--- src/rtl/cfg_ocl_responder.sv ---
// cfg_ocl_responder: AXI-Lite (OCL) slave on tile 0. It serves the read-only
// identity/config words and holds the runtime-writable configuration
// registers that drive the CQ and task unit.
// Optional build macro: CFG_WRITE_LOCK_EN adds a sticky write lock at 0x1C.
module cfg_ocl_responder #(
    parameter int VERSION           = 10,
    parameter int N_TILES           = 1,
    parameter int N_THREADS         = 32,
    parameter int LOG_CQ_SLICE_SIZE = 7,
    parameter int LOG_TQ_SIZE       = 12,
    parameter int ADDR_W            = 8
) (
    input  logic                       clk,
    input  logic                       rst_n,
    input  logic                       s_awvalid,
    output logic                       s_awready,
    input  logic [ADDR_W-1:0]          s_awaddr,
    input  logic                       s_wvalid,
    output logic                       s_wready,
    input  logic [31:0]                s_wdata,
    input  logic [3:0]                 s_wstrb,
    output logic                       s_bvalid,
    input  logic                       s_bready,
    output logic [1:0]                 s_bresp,
    input  logic                       s_arvalid,
    output logic                       s_arready,
    input  logic [ADDR_W-1:0]          s_araddr,
    output logic                       s_rvalid,
    input  logic                       s_rready,
    output logic [31:0]                s_rdata,
    output logic [1:0]                 s_rresp,
    output logic [LOG_CQ_SLICE_SIZE:0] cfg_cq_size,
    output logic [LOG_TQ_SIZE:0]       cfg_spill_thresh
);

    localparam int CQ_W = LOG_CQ_SLICE_SIZE + 1;
    localparam int SP_W = LOG_TQ_SIZE + 1;
    localparam int WA_W = ADDR_W - 2;

    localparam logic [CQ_W-1:0] CQ_MAX = {1'b1, {LOG_CQ_SLICE_SIZE{1'b0}}};
    localparam logic [SP_W-1:0] SP_MAX = {1'b1, {LOG_TQ_SIZE{1'b0}}};
    localparam logic [SP_W-1:0] SP_RST = SP_MAX - (SP_MAX >> 2);

    localparam logic [1:0] RESP_OKAY   = 2'b00;
    localparam logic [1:0] RESP_SLVERR = 2'b10;
    localparam logic [1:0] RESP_DECERR = 2'b11;

    localparam logic [ADDR_W-1:0] A_VERSION = ADDR_W'(32'h00);
    localparam logic [ADDR_W-1:0] A_TILES   = ADDR_W'(32'h04);
    localparam logic [ADDR_W-1:0] A_THREADS = ADDR_W'(32'h08);
    localparam logic [ADDR_W-1:0] A_SIZES   = ADDR_W'(32'h0C);
    localparam logic [ADDR_W-1:0] A_CQ      = ADDR_W'(32'h10);
    localparam logic [ADDR_W-1:0] A_SPILL   = ADDR_W'(32'h14);
    localparam logic [ADDR_W-1:0] A_SCRATCH = ADDR_W'(32'h18);
`ifdef CFG_WRITE_LOCK_EN
    localparam logic [ADDR_W-1:0] A_LOCK    = ADDR_W'(32'h1C);
`endif

    typedef enum logic {W_IDLE, W_RESP} w_state_e;
    typedef enum logic {R_IDLE, R_DATA} r_state_e;

    // Zero maps to one entry; anything above the slice capacity saturates.
    function automatic logic [CQ_W-1:0] clamp_cq(input logic [31:0] v);
        if (v == 32'd0)            return CQ_W'(1);
        else if (v > 32'(CQ_MAX))  return CQ_MAX;
        else                       return v[CQ_W-1:0];
    endfunction

    // The spill threshold can never exceed the task array size.
    function automatic logic [SP_W-1:0] clamp_sp(input logic [31:0] v);
        if (v > 32'(SP_MAX)) return SP_MAX;
        else                 return v[SP_W-1:0];
    endfunction

    function automatic logic [31:0] merge_bytes(input logic [31:0] old_v,
                                                input logic [31:0] new_v,
                                                input logic [3:0]  strb);
        logic [31:0] m;
        for (int b = 0; b < 4; b++)
            m[b*8 +: 8] = strb[b] ? new_v[b*8 +: 8] : old_v[b*8 +: 8];
        return m;
    endfunction

    w_state_e          w_state_q, w_state_d;
    logic              aw_held_q, aw_held_d;
    logic              w_held_q,  w_held_d;
    logic [WA_W-1:0]   awaddr_q,  awaddr_d;
    logic [31:0]       wdata_q,   wdata_d;
    logic [3:0]        wstrb_q,   wstrb_d;
    logic              bvalid_q,  bvalid_d;
    logic [1:0]        bresp_q,   bresp_d;
    logic [CQ_W-1:0]   cq_q,      cq_d;
    logic [SP_W-1:0]   sp_q,      sp_d;
    logic [31:0]       scratch_q, scratch_d;
    r_state_e          r_state_q, r_state_d;
    logic              rvalid_q,  rvalid_d;
    logic [31:0]       rdata_q,   rdata_d;
    logic [1:0]        rresp_q,   rresp_d;
    logic              rdy_en_q;

`ifdef CFG_WRITE_LOCK_EN
    logic lock_q, lock_d;
    logic locked;
    assign locked = lock_q;
`else
    localparam logic locked = 1'b0;
`endif

    logic              aw_fire, w_fire;
    logic [WA_W-1:0]   eff_word;
    logic [31:0]       eff_data;
    logic [3:0]        eff_strb;
    logic [ADDR_W-1:0] wr_addr, rd_addr;
    logic [31:0]       rd_data;
    logic [1:0]        rd_resp;
    logic              unused_addr_bits;

    assign unused_addr_bits = ^{s_awaddr[1:0], s_araddr[1:0]};

    // Readies stay low through reset and the first cycle after it.
    assign s_awready = rdy_en_q && (w_state_q == W_IDLE) && !aw_held_q;
    assign s_wready  = rdy_en_q && (w_state_q == W_IDLE) && !w_held_q;
    assign s_arready = rdy_en_q && (r_state_q == R_IDLE);
    assign s_bvalid  = bvalid_q;
    assign s_bresp   = bresp_q;
    assign s_rvalid  = rvalid_q;
    assign s_rdata   = rdata_q;
    assign s_rresp   = rresp_q;
    assign cfg_cq_size      = cq_q;
    assign cfg_spill_thresh = sp_q;

    assign aw_fire  = s_awvalid && s_awready;
    assign w_fire   = s_wvalid && s_wready;
    assign eff_word = aw_held_q ? awaddr_q : s_awaddr[ADDR_W-1:2];
    assign eff_data = w_held_q ? wdata_q : s_wdata;
    assign eff_strb = w_held_q ? wstrb_q : s_wstrb;
    assign wr_addr  = {eff_word, 2'b00};
    assign rd_addr  = {s_araddr[ADDR_W-1:2], 2'b00};

    // Read decode from current register state (pre-write on a same-cycle write).
    always_comb begin
        rd_data = 32'd0;
        rd_resp = RESP_OKAY;
        case (rd_addr)
            A_VERSION: rd_data = 32'(VERSION);
            A_TILES:   rd_data = 32'(N_TILES);
            A_THREADS: rd_data = 32'(N_THREADS);
            A_SIZES:   rd_data = {16'b0, 8'(LOG_TQ_SIZE), 8'(LOG_CQ_SLICE_SIZE)};
            A_CQ:      rd_data = 32'(cq_q);
            A_SPILL:   rd_data = 32'(sp_q);
            A_SCRATCH: rd_data = scratch_q;
`ifdef CFG_WRITE_LOCK_EN
            A_LOCK:    rd_data = {31'b0, lock_q};
`endif
            default:   rd_resp = RESP_DECERR;
        endcase
    end

    // Write FSM next state: collect AW and W independently, apply once both are in.
    always_comb begin
        w_state_d = w_state_q;
        aw_held_d = aw_held_q;
        w_held_d  = w_held_q;
        awaddr_d  = awaddr_q;
        wdata_d   = wdata_q;
        wstrb_d   = wstrb_q;
        bvalid_d  = bvalid_q;
        bresp_d   = bresp_q;
        cq_d      = cq_q;
        sp_d      = sp_q;
        scratch_d = scratch_q;
`ifdef CFG_WRITE_LOCK_EN
        lock_d    = lock_q;
`endif
        case (w_state_q)
            W_IDLE: begin
                if (aw_fire) begin
                    aw_held_d = 1'b1;
                    awaddr_d  = s_awaddr[ADDR_W-1:2];
                end
                if (w_fire) begin
                    w_held_d = 1'b1;
                    wdata_d  = s_wdata;
                    wstrb_d  = s_wstrb;
                end
                if ((aw_held_q || aw_fire) && (w_held_q || w_fire)) begin
                    aw_held_d = 1'b0;
                    w_held_d  = 1'b0;
                    bvalid_d  = 1'b1;
                    w_state_d = W_RESP;
                    bresp_d   = RESP_OKAY;
                    case (wr_addr)
                        A_VERSION, A_TILES, A_THREADS, A_SIZES:
                            bresp_d = RESP_SLVERR;
                        A_CQ:
                            if (eff_strb != 4'hF || locked) bresp_d = RESP_SLVERR;
                            else                            cq_d = clamp_cq(eff_data);
                        A_SPILL:
                            if (eff_strb != 4'hF || locked) bresp_d = RESP_SLVERR;
                            else                            sp_d = clamp_sp(eff_data);
                        A_SCRATCH:
                            if (locked) bresp_d = RESP_SLVERR;
                            else        scratch_d = merge_bytes(scratch_q, eff_data, eff_strb);
`ifdef CFG_WRITE_LOCK_EN
                        A_LOCK:
                            if (eff_data[0]) lock_d = 1'b1;
`endif
                        default:
                            bresp_d = RESP_DECERR;
                    endcase
                end
            end
            W_RESP: begin
                if (s_bready) begin
                    bvalid_d  = 1'b0;
                    w_state_d = W_IDLE;
                end
            end
            default: w_state_d = W_IDLE;
        endcase
    end

    // Read FSM next state: register the decoded word on AR, hold until R handshake.
    always_comb begin
        r_state_d = r_state_q;
        rvalid_d  = rvalid_q;
        rdata_d   = rdata_q;
        rresp_d   = rresp_q;
        case (r_state_q)
            R_IDLE: begin
                if (s_arvalid && s_arready) begin
                    rdata_d   = rd_data;
                    rresp_d   = rd_resp;
                    rvalid_d  = 1'b1;
                    r_state_d = R_DATA;
                end
            end
            R_DATA: begin
                if (s_rready) begin
                    rvalid_d  = 1'b0;
                    r_state_d = R_IDLE;
                end
            end
            default: r_state_d = R_IDLE;
        endcase
    end

    // State and register update; reset drops any transaction in flight.
    always_ff @(posedge clk or negedge rst_n) begin
        if (!rst_n) begin
            rdy_en_q  <= 1'b0;
            w_state_q <= W_IDLE;
            aw_held_q <= 1'b0;
            w_held_q  <= 1'b0;
            awaddr_q  <= '0;
            wdata_q   <= '0;
            wstrb_q   <= '0;
            bvalid_q  <= 1'b0;
            bresp_q   <= RESP_OKAY;
            cq_q      <= CQ_MAX;
            sp_q      <= SP_RST;
            scratch_q <= '0;
            r_state_q <= R_IDLE;
            rvalid_q  <= 1'b0;
            rdata_q   <= '0;
            rresp_q   <= RESP_OKAY;
`ifdef CFG_WRITE_LOCK_EN
            lock_q    <= 1'b0;
`endif
        end else begin
            rdy_en_q  <= 1'b1;
            w_state_q <= w_state_d;
            aw_held_q <= aw_held_d;
            w_held_q  <= w_held_d;
            awaddr_q  <= awaddr_d;
            wdata_q   <= wdata_d;
            wstrb_q   <= wstrb_d;
            bvalid_q  <= bvalid_d;
            bresp_q   <= bresp_d;
            cq_q      <= cq_d;
            sp_q      <= sp_d;
            scratch_q <= scratch_d;
            r_state_q <= r_state_d;
            rvalid_q  <= rvalid_d;
            rdata_q   <= rdata_d;
            rresp_q   <= rresp_d;
`ifdef CFG_WRITE_LOCK_EN
            lock_q    <= lock_d;
`endif
        end
    end

endmodule

--- config.mk ---
export PLATFORM = sky130hd
export DESIGN_NAME = cfg_ocl_responder
export DESIGN_NICKNAME = d
export VERILOG_FILES = /design/src/rtl/cfg_ocl_responder.sv
export SDC_FILE = /design/constraint.sdc
export NUM_CORES = 1
export LEC_CHECK = 0
export ABC_CLOCK_PERIOD_IN_PS = 5500
export CAP_MARGIN = 40
export CELL_PAD_IN_SITES_DETAIL_PLACEMENT = 2
export CELL_PAD_IN_SITES_GLOBAL_PLACEMENT = 2
export CORE_ASPECT_RATIO = 0.6
export CORE_MARGIN = 1
export CORE_UTILIZATION = 37
export CTS_CLUSTER_DIAMETER = 60
export CTS_CLUSTER_SIZE = 24
export DETAILED_ROUTE_END_ITERATION = 10
export GPL_TIMING_DRIVEN = 0
export PLACE_DENSITY_LB_ADDON = 0.1
export SLEW_MARGIN = 10
export SYNTH_ARGS = -nofsm -noshare
export SYNTH_HDL_FRONTEND = slang
export SYNTH_SLANG_ARGS = --single-unit
export TNS_END_PERCENT = 30
--- constraint.sdc ---
create_clock -name clk -period 5.5 [get_ports clk]
set_clock_uncertainty 0.2 [all_clocks]
set_input_delay 1.1 -clock clk [delete_from_list [all_inputs] [get_ports clk]]
set_output_delay 1.1 -clock clk [all_outputs]
set_load 0.1 [all_outputs]
* After elaboration in Yosys (flattened, before gate mapping) *
Index checks and enable logic that the tools add are counted.
W data, S select, Z words.

word-level totals
  register bits after elaboration = 138
  input bits = 59
  output and inout port bits = 62

cells by class
  order comparisons = 2
  equality and inequality tests = 17
  mux-type cells = 26
  bitwise operators = 3
  reduce and logical (&&, ||, !) cells = 34

operators with widths
  kind                    number
  $pmux W32 S7            1
  $eq A6 B3 Y1 const B    6
  $gt A32 B13 Y1 const B  1
  $gt A32 B8 Y1 const B   1
  $logic_not A32 Y1       1
  $mux W32                1
  $eq A6 B2 Y1 const B    4
  $reduce_and A4 Y1       6
  $logic_not A8 Y1        2
  $mux W8                 2
  $reduce_and A2 Y1       8
  $mux W13                1
  $eq A6 B1 Y1 const B    2
  $mux W1                 12
  $logic_and A1 B1 Y1     8
  $pmux W1 S2             4
  $reduce_or A7 Y1        1
  $mux W6                 1
  $pmux W2 S3             1
  $mux W2                 2
  $mux W4                 1
  $ne A2 B1 Y1 const B    2
  $ne A2 B2 Y1 const B    2
  $ne A4 B4 Y1 const B    1
  6 further kinds         11

* Depth between registers and ports, before layout *
  depth after elaboration = 8
  mapped depth = 8

* Least setup slack after synthesis *
No wires, ideal clock.

  path kind = register -> register
  from = register w_held_q
  to = register wdata_q[10]
  library setup time = 0.125 ns
  arrival = 3.206 ns
  path slack = 1.970 ns
  stages on the path, launching flop included = 9
  path buffers = 5
  clock period less this slack = 3.530 ns
  path through = dfrtp_1 > buf_6 > buf_6 > buf_4 > nor2_1 > and2_1 > clkbuf_1 > buf_2 > mux2_2

between the ends
  longest elaborated chain between the ends = 4

RTL lines
  item                                RTL line  text
  start, declared                     86        logic w_held_q, w_held_d;
  start signal, assigned              274       w_held_q <= w_held_d;
  $logic_not A1 Y1                    122       assign s_wready = rdy_en_q && (w_state_q == W_IDLE) && !w_held_q;
  $logic_and A1 B1 Y1                 122
  named net s_wready                  19        output logic s_wready,
  $logic_and A1 B1 Y1                 133       assign w_fire = s_wvalid && s_wready;
  $reduce_and A2 Y1 (no source line)  -
  end signal, assigned                276       wdata_q <= wdata_d;
  end, declared                       88        logic [31:0] wdata_q, wdata_d;

The timed path passes the listed nets, and every way through them passes these cells.
A chain may end at the register's enable or synchronous reset.

* Final worst setup path *
  from = input s_araddr[4]
  to = register rdata_q[7], in the netlist s_rdata[7]

between the ends
  longest elaborated chain between the ends = 2
  elaborated cells between the ends (all ways) = 8
  those cells by class = eq/ne: 6; mux: 1; reduce/logical: 1

RTL lines
  item                                        RTL line  text
  start, declared                             27        input logic [ADDR_W-1:0] s_araddr,
  $eq A6 B3 Y1, or another cell as far along  144       case (rd_addr)
  $pmux W32 S7 (*)                            144
  end signal, assigned                        285       rdata_q <= rdata_d;
  end, declared                               97        logic [31:0] rdata_q, rdata_d;

Every way passes the cells marked *; elsewhere a longest branch is shown, timed or not.

==> run summary <==
Run status - finished, final reports clean
Critical Path Sink Type - flop
Number of buffers created by CTS - 17
Setup Buffers After CTS - 0
Post-synth EDFFs - 0
Starting Density - 0.386
Area contributors post-synth - dfrtp_1 52%, mux2_2 18%, o21ai_0 3.8%
Type of origin of the critical path - input pin
VDD IR max - 0.373 mV
Die height - 104 µm
Nets - 808
Ys Warns - 0
Post-synth top area share - 0.524
PwrDens - 417 nW/µm²
Ys async rst share - 1.00
Routed wire length per instance - 30.4 µm
Most frequent cell after synthesis - dfrtp_1
Critical Path RT - 5610 ps
I/O Pins - 121
Largest area contributor in the netlist - dfrtp_1
Met1 usage - 0.440
GR Overflow Total - 0
Fin. Hold Viols - 0
Cell row count - 36
Clock buffer depth - 2
Cells after Synth - 550
Worst-margin pin slew - 974 ps
Crit share post-route - 0.744
Final wirelength - 30200 µm
Clock tree sinks - 137
First-pass GRT wire length - 45200 µm
WHS - 290 ps
CTS clock-pin slew for the worst setup and hold paths - 60 ps
Skew-Pair Late Insertion Delay - 440 ps
Area Overhead vs Synth - 47.5%
Vias in the first global route - 6585
Grt peak-use layer - met2
Core box area - 16600 µm²
Max Cap Violations - 0
Initial antenna violation count - 5
Most used DFF post-synth - dfrtp_1
Max-slew violations - 0
Global Route met3 Usage - 0.0936
Die X - 172 µm
DIE AREA - 17800 µm²
Critical path class - input pin to flop
Hpwl dp - 18800 µm
Max Clk Rate - 244 MHz
CTS H-tree lvls - 4
Routed vias/inst - 5.77
Fillers - 1551
Placer Congestion - 0.829
Layout cells sized above 1 - 0.290
Worst-path maximum fanout - 10
Synthesis-stage register bit count - 137
Initial detailed-routing violation count - 480
Placed inst area - 8810 µm²
Lkg Pwr - 3.93 nW
Relative slew slack - 0.349
Cell area after layout - 9440 µm²
Global-route usage over all layers - 0.356
Commonest cells post-synth - 134 x dfrtp_1, 102 x mux2_2, 60 x nand2_1
CTS tree - done
Tmin final - 4090 ps
Vias - 5728
HP Class - flop to flop
Syn avg cell area - 11.6 µm²
Post-synthesis sequential area ratio - 0.536
RSZ-0062 raised after global routing - false
Post-route ant nets - 0
WP data arrival - 4200 ps
Hold_buf cts - 0
Maximum number of pins on one net before global-route repair - 91
IO buf count - 116
Post-cts sizing count - 0
Post-Syn Area - 6400 µm²
DRT Pass-1 Iters - 4
Library cells used by synthesis - 52
Met2 Usage GRT - 0.592
Post-synth net total - 609
Clock root buffer - clkbuf_16
Remaining DRCs - 0
Setup violators final - 0
## stage by stage
step	total power, mW	util	instances	TNS (ps)	setup WS (ps)
3_5_place_dp	2.56	0.531	958	0	1240
2_1_floorplan	2.10	-	550	0	1970
4_1_cts	3.92	0.569	990	0	1540
3_3_place_gp	2.39	0.473	894	-328110	-2450
6_report	3.93	0.569	993	0	1410
5_1_grt	4.03	0.569	990	0	1380
## state kept, by name, summed over array words and instances, names as in the netlist
signal and flops:
aw_held_q 1, awaddr_q 6, cfg_cq_size 8, cfg_spill_thresh 13
r_state_q 1, rdy_en_q 1, s_bresp 2, s_bvalid 1
s_rdata 32, s_rresp 1, s_rvalid 1, scratch_q 32
w_held_q 1, w_state_q 1, wdata_q 32, wstrb_q 4
## logic make-up after synthesis
kind of cell | count (synthesis) | synth area share
multiplexers | 123 | 0.216
other | 1 | 0.000586
buffers and inverters | 44 | 0.0315
flip-flops | 137 | 0.536
AO/OA/AOI/OAI | 105 | 0.104
AND/OR/NAND/NOR | 140 | 0.111
## layout by cell type (no fill, tap or decap), drive strengths merged, types with 2 or more instances in the layout
cell	netlist	layout
a21oi	14	14
a22o	11	11
a22oi	9	9
a31oi	2	2
and2	2	2
and3	2	2
buf	12	77
bufinv	0	4
clkbuf	18	38
clkdlybuf4s50	0	115
clkinv	0	4
clkinvlp	0	3
dfrtp	134	134
dfstp	3	3
diode	0	3
inv	14	15
mux2	102	102
mux2i	21	21
nand2	60	60
nand2b	2	2
nand3	7	7
nand4b	2	2
nor2	20	20
nor2b	4	4
nor3	11	11
nor3b	6	6
nor4	13	13
nor4b	2	2
o211ai	2	2
o21ai	48	48
o22a	2	2
o31ai	7	7
or3	4	4
or4	2	2
## power by group
part / total, mW / leakage (nW) / internal (mW) / switching [mW]
clock network: 1.26 / 0.296 / 0.771 / 0.491
registers: 1.47 / 1.74 / 1.24 / 0.227
logic: 1.21 / 1.89 / 0.506 / 0.702
## worst paths after layout
kind / slack (ps) / depth (start not counted) / startpoint / end
max: 1410 / 7 / s_araddr[4] / s_rdata[7]$_DFFE_PN0P_
min: 290 / 2 / s_rdata[17]$_DFFE_PN0P_ / s_rdata[17]$_DFFE_PN0P_
max reg2reg: 2290 / 7 / aw_held_q$_DFFE_PN0P_ / cfg_spill_thresh[1]$_DFFE_PN0P_
min reg2reg: 290 / 2 / s_rdata[17]$_DFFE_PN0P_ / s_rdata[17]$_DFFE_PN0P_
max in group asynchronous: 3850 / 2 / rst_n / cfg_spill_thresh[11]$_DFFE_PN1P_
min in group asynchronous: 400 / 1 / rst_n / cfg_cq_size[3]$_DFFE_PN0P_
## worst max-delay path: stages
cell,delay (ps)
clkdlybuf4s50_1,490
clkbuf_1,500
nand2_1,190
nor3_2,680
clkbuf_1,590
a21oi_1,290
o21ai_0,340
## area by class of cell
type                       instances  area [µm²]  share of cell area
clock buffer                      20         447              0.0473
clock inverter                    12         175              0.0186
buffer                            30         149              0.0158
antenna                            3        7.51            0.000795
sequential                       137        3430               0.364
tap                              228         285              0.0302
timing repair buffer             180        2130               0.225
inverter                          14        52.6             0.00557
multi-input combinational        369        2770               0.293
## layer usage
layer / vias to the layer above / part of all wire
met2: 264 / 0.50
li1: 2392 / -
met1: 2994 / 0.40
met5: - / 0.0012
met3: 72 / 0.069
met4: 6 / 0.026
Power figures use the tool's default switching activity.
==> variant 1: new RTL, same flow settings <==
`ADDR_W`: 8 -> 6.
--- a/src/rtl/cfg_ocl_responder.sv
+++ b/src/rtl/cfg_ocl_responder.sv
@@ -8,7 +8,7 @@
     parameter int N_THREADS         = 32,
     parameter int LOG_CQ_SLICE_SIZE = 7,
     parameter int LOG_TQ_SIZE       = 12,
-    parameter int ADDR_W            = 8
+    parameter int ADDR_W            = 6
 ) (
     input  logic                       clk,
     input  logic                       rst_n,
Ports: changed (resized s_araddr and s_awaddr); port bits go from 121 to 117. No check against the original RTL was run, so the function may have changed too.
==> variant 1 against the original RTL <==
Cell count fell by 0.60%; fmax rose by 1.8%; first-iteration DRC count fell by 28%; clock power fell by 4%; total power rose by 4.4%; synthesized area fell by 0.88%; sequential power barely moved; count of clock-buffer cells in the layout fell by 1; synthesized cell count did not move; final area fell by 1.5%; setup slack improved by 71 ps; critical path type unchanged; wire length fell by 2.6%; sequential cell count fell by 2.
==> variant 1: results (changes against the original RTL) <==
| Metric | Value |
|---|---|
| GP Congestion | `0.832 (+0.33%)` |
| Delay-heaviest family, CP | `simple AND/OR/NAND/NOR gates` |
| Crit path DAT | `4120 ps (-80 ps)` |
| Worst-path clk slew | `60 ps (about the same)` |
| Iteration count of the initial detailed-routing pass | `5 (+1)` |
| M1 WL | `12.5 mm (+2.7%)` |
| Total global-route track usage | `35.3% (-0.24 points)` |
| LEAKAGE | `3.89 nW (-1.0%)` |
| Hold path endpoint | `s_rdata[9]` |
| Wire length of the first global-routing pass | `44.2 mm (-2.0%)` |
| Fillers | `1566 (+0.97%)` |
| Min-delay src | `s_rdata[9]` |
| Max Root-Sink Buffers | `2 (unchanged)` |
| Met3 wire len | `1.74 mm (-16%)` |
| Worst skew pair latency | `440 ps (about the same)` |
| Vias in the first global route | `6528 (-0.87%)` |
| Initial antenna violation count | `2 (-3)` |
| Hpwl dp | `18.0 mm (-4.1%)` |
| Multi-input logic area | `2800 sq um (+1.2%)` |
| GR met3 Demand/Resource | `8.52% (-0.84 points)` |
| Placed inst area | `8710 sq um (-1.2%)` |
| Metal2 WL | `14.3 mm (-5.5%)` |
| WL/cell | `29.8 um (-2.1%)` |
| Uppermost routed layer | `met4` |
| Sequential element share of the synthesized area | `53.3% (-0.31 points)` |
| Critical R2R Capture | `cfg_spill_thresh[2]` |
| Slew Limit Fails | `0 (unchanged)` |
| Worst r2r src | `wdata_q[27]` |
| Met1 Use GR | `44.4% (+0.43 points)` |
| Worst Hold Depth | `2 (unchanged)` |
| Status | `completed` |
| Distinct cells, synth | `58 (+12%)` |
| Non-filler cells, final | `987 (-0.60%)` |
| Vias/cell | `5.74 (-0.53%)` |
| Synth Area in Compound Gates | `10.9% (+0.49 points)` |
| Mux share of post-synthesis cell area | `20.8% (-0.85 points)` |
| Nets | `799 (-1.1%)` |
| Syn_nets | `605 (-0.66%)` |
| Initial DRC Count | `345 (-28%)` |
| Slew at the pin closest to its max-slew limit | `1000 ps (+30.2 ps)` |
| Top post-synthesis cells by area | `dfrtp_1 (52%), mux2_2 (20%), nand2_1 (5.0%)` |
| Crit path largest cell delay | `between 600 and 700 ps` |
| R2r worst-path depth | `6 (-1)` |
| CP max stage cell | `nor4_1` |
| Peak supply drop | `453 uV (+22%)` |
| Root Buffer Master | `clkbuf_16` |
| Placed Cells | `953 (-0.52%)` |
| Maximum number of pins on one net before global-route repair | `88 (-3.3%)` |
| Layout cells sized above 1 | `31.6% (+2.6 points)` |
| I/O Buffers | `112 (-3.4%)` |
| Post-synth top cells | `dfrtp_1 (132), mux2_2 (111), nand2_1 (85)` |
| Met2 global-route usage | `59.4% (+0.19 points)` |
-- variant 1: changes by cell type after synthesis, sizes merged, moves of 6 or more --
cell | unedited run | this run
mux2 | 102 | 114
inv | 14 | 7
nand2 | 60 | 88
o31ai | 7 | 1
a22o | 11 | 3
mux2i | 21 | 3
nand3 | 7 | 13
-- variant 1: final cells by class --
class                           count  area share, %
Buffer                             28           1.45
Multi-Input combinational cell    380           30.1
Timing Repair Buffer              175           22.4
Sequential cell                   135           36.4
Tap cell                          228           3.07
Clock buffer                       19           4.76
Antenna cell                        2         0.0538
Inverter                            7          0.282
Clock inverter                     13           1.56
-- variant 1: how the worst max path moves through the flow --
stage | from | end | slack (ps) | cells after the start
4_1_cts | s_wdata[26] | cfg_spill_thresh[8] | 1520 | 7
6_report | s_wdata[26] | cfg_spill_thresh[2] | 1480 | 7
3_3_place_gp | rst_n | s_rdata[5] | -2440 | 1
2_1_floorplan | w_held_q | wdata_q[0] | 2170 | 7
5_1_grt | s_wdata[26] | cfg_spill_thresh[2] | 1430 | 7
3_5_place_dp | s_wdata[26] | cfg_spill_thresh[2] | 1390 | 7
-- variant 1: power breakdown --
group | switching, mW | internal (mW)
combinational | 0.832 | 0.592
clock | 0.521 | 0.686
sequential | 0.241 | 1.23
-- variant 1: cell families after synthesis --
logic type,count (synthesis)
and+or+nand+nor,158
DFF,135
muxes,117
AOI/OAI and AO/OA,104
buffers and inverters,35
other,1
-- variant 1: worst min-delay path, delay by kind of cell (launching register included) --
family	cells	cell delay [ps]
flops	1	350
simple gates	1	50
compound gates	1	60
-- variant 1: stage by stage --
stage                     hold WS, ps  setup slack [ps]
after floorplan                   253              2170
after global placement            262             -2440
after detailed placement          283              1390
after CTS                         301              1520
after global routing              319              1430
final                             294              1480
==> variant 2: new RTL, same settings <==
Made on the original files. Reset style: synchronous (`rst_n`), changed in one clocked block.
--- a/src/rtl/cfg_ocl_responder.sv
+++ b/src/rtl/cfg_ocl_responder.sv
@@ -246,7 +246,7 @@
     end
 
     // State and register update; reset drops any transaction in flight.
-    always_ff @(posedge clk or negedge rst_n) begin
+    always_ff @(posedge clk) begin
         if (!rst_n) begin
             rdy_en_q  <= 1'b0;
             w_state_q <= W_IDLE;
Function: differs if rst_n is asserted again (counterexample within 4 cycles, from zero or initial values and one cycle with rst_n low); with rst_n held inactive, the same outputs for 4 cycles.
==> variant 2 against the original RTL <==
The flow now stops in 4_1_cts; synthesized area is 5.6% lower.
==> variant 2: results (changes against the original RTL) <==
| Metric | Value |
|---|---|
| Hpwl dp | `23.0 mm (+22%)` |
| Mux share of post-synthesis cell area | `10.2% (-11 points)` |
| TritonCTS Buffers | `17 (unchanged)` |
| Post-Syn Area per Cell | `8.95 sq um (-23%)` |
| Number of H-tree levels | `4 (unchanged)` |
| Sequential element share of the synthesized area | `45.4% (-8.2 points)` |
| Synth Area in Compound Gates | `20.2% (+9.8 points)` |
| Post-synth ARST share | `0% (-100 points)` |
| Max Root-Sink Buffers | `2 (unchanged)` |
| Distinct cells, synth | `56 (+7.7%)` |
| Post-synth top cells | `dfxtp_1 (137), nand2_1 (106), nor2_1 (79)` |
| Placed inst area | `8390 sq um (-4.7%)` |
| #FFs+latches synth | `137 (unchanged)` |
| GP Congestion | `0.872 (+5.2%)` |
| Synth Flop Type | `dfxtp_1` |
| DP Worst Slack | `1680 ps (+447 ps)` |
| Placed Cells | `1056 (+10%)` |
| Top post-synthesis cells by area | `dfxtp_1 (45%), mux2i_1 (8.0%), nand2_1 (6.6%)` |
| Xor and xnor area share after synthesis | `0% (unchanged)` |
| Status | `aborted with a tool error` |
| Largest family of logic cells by synthesized area | `compound AO/OA/AOI/OAI gates` |
| Netlist Area Pre-Place | `6040 sq um (-5.6%)` |
| Last stage | `4_1_cts` |
| Yosys warnings | `0 (unchanged)` |
| CTS resizes | `0 (unchanged)` |
| Postcts setup bufs | `0 (unchanged)` |
| Root Buffer Master | `clkbuf_16` |
| I/O Buffers | `115 (-0.86%)` |
| Syn_nets | `734 (+21%)` |
| Post-synthesis adder-cell area fraction | `0% (unchanged)` |
| Stop err | `[ERROR DPL-0033] detailed placement checks failed during check placement.` |
-- variant 2: cell count changes after synthesis, sizes merged, moves of 21 or more --
cell    unedited run  this run
a211oi             0        27
a21oi             14        61
a22oi              9        30
dfrtp            134         0
dfxtp              0       137
mux2             102        12
mux2i             21        48
nand2             60       106
nor2              20        79
o21ai             48        13
-- variant 2: per-stage QoR --
stage          hold WS [ps]  util [%]
2_1_floorplan           233         -
3_5_place_dp            252      53.7
3_3_place_gp            238      47.6
-- variant 2: logic make-up after synthesis --
family	Yosys count
simple gates	249
compound gates	172
flops	137
mux	60
buf+inv	57
